$ cat config.mk
export PLATFORM = sky130hd
export DESIGN_NAME = pow_sequencer
export DESIGN_NICKNAME = d
export VERILOG_FILES = /design/src/rtl/pow_sequencer.sv
export SDC_FILE = /design/constraint.sdc
export NUM_CORES = 1
export LEC_CHECK = 0
export ABC_CLOCK_PERIOD_IN_PS = 4000
export CAP_MARGIN = 20
export CORE_ASPECT_RATIO = 0.6
export CORE_MARGIN = 3
export CORE_UTILIZATION = 30
export CTS_CLUSTER_DIAMETER = 120
export DETAILED_ROUTE_END_ITERATION = 12
export DONT_BUFFER_PORTS = 1
export PLACE_DENSITY_LB_ADDON = 0.15
export SYNTH_ARGS = -nofsm -noshare
export SYNTH_HDL_FRONTEND = slang
export SYNTH_SLANG_ARGS = --single-unit
$ cat constraint.sdc
create_clock -name clk -period 4 [get_ports clk]
set_clock_uncertainty 0.15 [all_clocks]
set_input_delay 0.4 -clock clk [delete_from_list [all_inputs] [get_ports clk]]
set_output_delay 0.4 -clock clk [all_outputs]
set_load 0.005 [all_outputs]
$ cat src/rtl/pow_sequencer.sv
// pow_sequencer: computes base**exp mod 2^WIDTH by stepping one shared
// WIDTH x WIDTH multiplier once per clock, with a sticky overflow flag.
// Ports:
//   clk, rst_n      clock, asynchronous active-low reset
//   start           request, only sampled while idle
//   base, exp       operands, latched when a request is accepted
//   busy            high while multiplying and in the completion cycle
//   done            one-cycle completion pulse
//   result          base**exp mod 2^WIDTH, held until the next completion
//   ovf             set if any intermediate product exceeded WIDTH bits
module pow_sequencer #(
  parameter int unsigned WIDTH = 6,
  parameter int unsigned EXP_W = 4
) (
  input  logic             clk,
  input  logic             rst_n,
  input  logic             start,
  input  logic [WIDTH-1:0] base,
  input  logic [EXP_W-1:0] exp,
  output logic             busy,
  output logic             done,
  output logic [WIDTH-1:0] result,
  output logic             ovf
);

  localparam int unsigned PW = 2 * WIDTH;

  typedef enum logic [1:0] {
    S_IDLE = 2'd0,
    S_MUL  = 2'd1,
    S_DONE = 2'd2
  } state_t;

  state_t           state;
  logic [WIDTH-1:0] base_l;
  logic [WIDTH-1:0] acc;
  logic [EXP_W-1:0] cnt;
  logic             ovf_i;

  logic [PW-1:0]    prod_c;
  logic             prod_ovf_c;
  logic             ovf_next_c;

  // Full-width product; any bit above WIDTH means the truncated value lost data.
  assign prod_c     = PW'(acc) * PW'(base_l);
  assign prod_ovf_c = |prod_c[PW-1:WIDTH];
  assign ovf_next_c = ovf_i | prod_ovf_c;

  // Controller, datapath registers and registered outputs.
  always_ff @(posedge clk or negedge rst_n) begin
    if (!rst_n) begin
      state  <= S_IDLE;
      base_l <= '0;
      acc    <= '0;
      cnt    <= '0;
      ovf_i  <= 1'b0;
      busy   <= 1'b0;
      done   <= 1'b0;
      result <= '0;
      ovf    <= 1'b0;
    end else begin
      case (state)
        S_IDLE: begin
          done <= 1'b0;
          if (start) begin
            base_l <= base;
            cnt    <= exp;
            acc    <= WIDTH'(1);
            ovf_i  <= 1'b0;
            busy   <= 1'b1;
            if (exp == '0) begin
              // x**0 completes straight away with result 1.
              state  <= S_DONE;
              done   <= 1'b1;
              result <= WIDTH'(1);
              ovf    <= 1'b0;
            end else begin
              state <= S_MUL;
            end
          end
        end

        S_MUL: begin
          acc   <= prod_c[WIDTH-1:0];
          ovf_i <= ovf_next_c;
          cnt   <= cnt - EXP_W'(1);
          if (cnt == EXP_W'(1)) begin
            // Last multiply: publish the product directly on DONE entry.
            state  <= S_DONE;
            done   <= 1'b1;
            result <= prod_c[WIDTH-1:0];
            ovf    <= ovf_next_c;
          end
        end

        S_DONE: begin
          state <= S_IDLE;
          done  <= 1'b0;
          busy  <= 1'b0;
        end

        default: begin
          state <= S_IDLE;
          done  <= 1'b0;
          busy  <= 1'b0;
        end
      endcase
    end
  end

endmodule

==> metrics.md <==
| Metric | Value |
|---|---|
| Initial antenna violation count | 0 |
| Via count | 1693 |
| Core ar. | about 6900 µm² |
| Crit-path cells | buf_6 > nand2_2 > fa_1 > fa_1 > fa_1 > inv_2 > ha_4 > a211oi_2 > xnor2_1 > or4_4 > a2111oi_4 > a31oi_1 |
| Post-synthesis async set-or-reset flop share | between 90% and 100% |
| Die area | 8470 µm² |
| #FFs+latches synth | 28 |
| Sinks on Clock Net | 28 |
| Final worst path period need | 3.85 ns |
| Cell taking the most area after synthesis | dfrtp_1 |
| Total Nets Final | 320 |
| CTS Root Cell | clkbuf_16 |
| # DRC | 0 |
| Slew HR | 35.7% |
| Final worst-path cycle share | 96.2% |
| Max stage delay on crit path | 0.56 ns |
| Startpoint types | flop |
| Arrival time worst endpoint | 3.83 ns |
| Final cell utilization of the core | between 30% and 40% |
| Clock-pin slew reported for the worst setup and hold paths after clock tree synthesis | 0.07 ns |
| Cell row count | 23 |
| Placer Congestion | 0.756 |
| Critical path required time | between 3 and 4 ns |
| First-pass GRT wire length | 9.10 mm |
| Slew Viols, Final | 0 |
| # IOs | 22 |
| Synth area leaders | dfrtp_1 (32%), fa_1 (15%), ha_1 (12%) |
| Met2 Use GR | 16.6% |
| Largest net degree at the start of global routing | 29 |
| Initial Util | around a third |
| Met1 Use GR | ~25% |
| GRT Total Usage | ~14% |
| Die extent in y | 72.5 µm |
| TritonCTS clock tree | yes |
| Worst Tran Pin Value | slightly below 1 ns |
| VDD IR max | between 0.3 and 0.4 mV |
| Fillcell total | 701 |
| Count of different cell masters after synthesis | 35 |
| Post-Synthesis Cells | 241 |
| # port buffers | 0 |
| Min-delay worst type | in2reg |
| Post-synth EDFFs | 0 |
| Area of the multi-input gates | between 1000 and 1500 µm² |
| Net Count, Synth | between 200 and 300 |
| CP most frequent cell | fa_1 |
| Sequential element share of the synthesized area | 31.7% |
| 1st-iter DRT viols | 66 |
| Critical Setup Path Class | reg2reg |
| RSZ-0062 raised after global routing | true |
| Max-cap violations | 0 |
| Antenna viol nets, final | 0 |
| Finished Cell Area | approximately 2700 µm² |
| GR peak layer | met1 |
| Cell with the most instances after synthesis | nand2_1 |
| Power density over the cells | 777 nW/µm² |
| Syn_area_per_cell | slightly above 9 µm² |
| Status | complete, no violations |
| Total CTS buffers | 3 |
| Avg WL per Cell | 15.2 µm |
| Area growth, synth to finish | 22.3% |
| Cell Area, Synth | 2210 µm² |
| Total gr overflow | 0 |
| Number of synthesis warnings | 0 |
| Crit-path max FO | 6 |
| HPWL Detailed | about 4.4 mm |
| ANT cells | 0 |
| Final setup vio count | 0 |
| Lkg Pwr | approximately 1.3 nW |
| Fmax | approximately 0.26 GHz |
| Area post-placement | about 2500 µm² |
| Slowest CP cell | fa_1 |
| Top cell type's share of synthesized area | 31.7% |
| Top cells by count, synth | nand2_1 (61), dfrtp_1 (28), inv_1 (28) |
| GR met3 Demand/Resource | roughly 3.5% |
| Sequential cell area | 703 µm² |
| Crit. End Element | flop |
| Iteration count of the initial detailed-routing pass | 4 |
| H-Tree Depth | 1 |
| Layout cells sized above 1 | between 10% and 20% |
| WL final | between 5 and 6 mm |
| CTS max path bufs | 2 |
| Hold Vio Cnt, Final | 0 |
| Top FF cell, synth | dfrtp_1 |
| Vias per inst | ~4.8 |
| Clk Latency, worst-skew pair | around 0.27 ns |
| Vias in the first global route | 1671 |
| Die X | 117 µm |
[flip-flops by register name, summed over array words and instances, names as in the netlist]
name and cells:
done 1, result 6, ovf_i 1, cnt 4
base_l 6, ovf 1, acc 6, busy 1
state 2
[cell usage in the layout, fill, tap and decap left out, types with 4 or more instances in the layout]
cell     Yosys  layout
a21oi_1      9       8
and2_1      18      16
buf_4        0      21
dfrtp_1     28      26
fa_1        17      15
ha_1        22      18
inv_1       28      25
inv_2        1       4
nand2_1     61      59
nor2_1       9       9
o21ai_0     10       9
xnor2_1      5       4
[power by group]
group | total (mW) | switching (mW) | leakage (nW) | internal, mW
Combinational | 1.28 | 0.709 | 0.907 | 0.571
Sequential | 0.521 | 0.111 | 0.350 | 0.410
Clock | 0.300 | 0.100 | 0.0511 | 0.200
Total | 2.10 | 0.920 | 1.31 | 1.18
[kinds of logic after synthesis]
family	share of synthesized area, %
AND/OR/NAND/NOR	20.0
adder cells (fa/ha/maj)	27.8
AO/OA/AOI/OAI	12.2
buffers and inverters	5.43
flip-flops	31.7
XOR/XNOR	2.38
multiplexers	0.453
[worst max-delay path: cells and delay by family, from the launching register on]
family	cells	cell delay, ns
AOI/OAI and AO/OA	3	0.67
buffers and inverters	2	0.19
and+or+nand+nor	2	0.50
adders and majority gates	4	1.72
xor gates and xnor gates	1	0.08
DFF	1	0.39
[per-stage QoR]
step                      setup slack, ns  setup TNS [ns]  hold slack, ns  power, mW  instances
after CTS                          0.0207               0          0.0904       2.04        353
after floorplan                     0.103               0         -0.0456       1.28        241
after global routing              -0.0437         -0.0550          0.0923       2.34        354
after global placement           -0.00413        -0.00773         -0.0450       1.70        347
after detailed placement           -0.112          -0.217         -0.0451       1.69        347
final                               0.153               0          0.0973       2.10        354
[metal layers]
metal,part of all wire (%),vias to the layer above
li1,-,844
met4,0.33,0
met1,60,819
met5,0,-
met2,35,28
met3,5.1,2
[final timing paths]
kind / startpoint / to / slack, ns / cells past startpoint
max: acc[1]$_DFFE_PN0P_ / ovf$_DFFE_PN0P_ / 0.15 / 12
min: base[1] / base_l[1]$_DFFE_PN0P_ / 0.1 / 2
max reg2reg: acc[1]$_DFFE_PN0P_ / ovf$_DFFE_PN0P_ / 0.15 / 12
min reg2reg: cnt[3]$_DFFE_PN0P_ / cnt[3]$_DFFE_PN0P_ / 0.35 / 2
max in group asynchronous: rst_n / acc[2]$_DFFE_PN0P_ / 3.11 / 2
min in group asynchronous: rst_n / result[1]$_DFFE_PN0P_ / 0.42 / 2
[area by class of cell]
cell class                      count  share of cell area, %
Clock inverter                      1                   1.11
Timing Repair Buffer               25                   7.77
Inverter                           29                   4.03
Sequential cell                    28                   26.0
Multi-Input combinational cell    181                   54.3
Tap cell                           87                   4.03
Clock buffer                        3                   2.78
[what timing repair did]
action | in CTS | in global routing
cloned | 0 | 0
hold endpoints to repair | 28 | 0
pin swaps | 3 | 15
endpoints found under the setup margin | 2 | 2
setup buffers | 0 | 1
gates resized for setup | 3 | 20
hold buffers | 2 | 0
No activity file was read; power rests on OpenSTA's default activity.
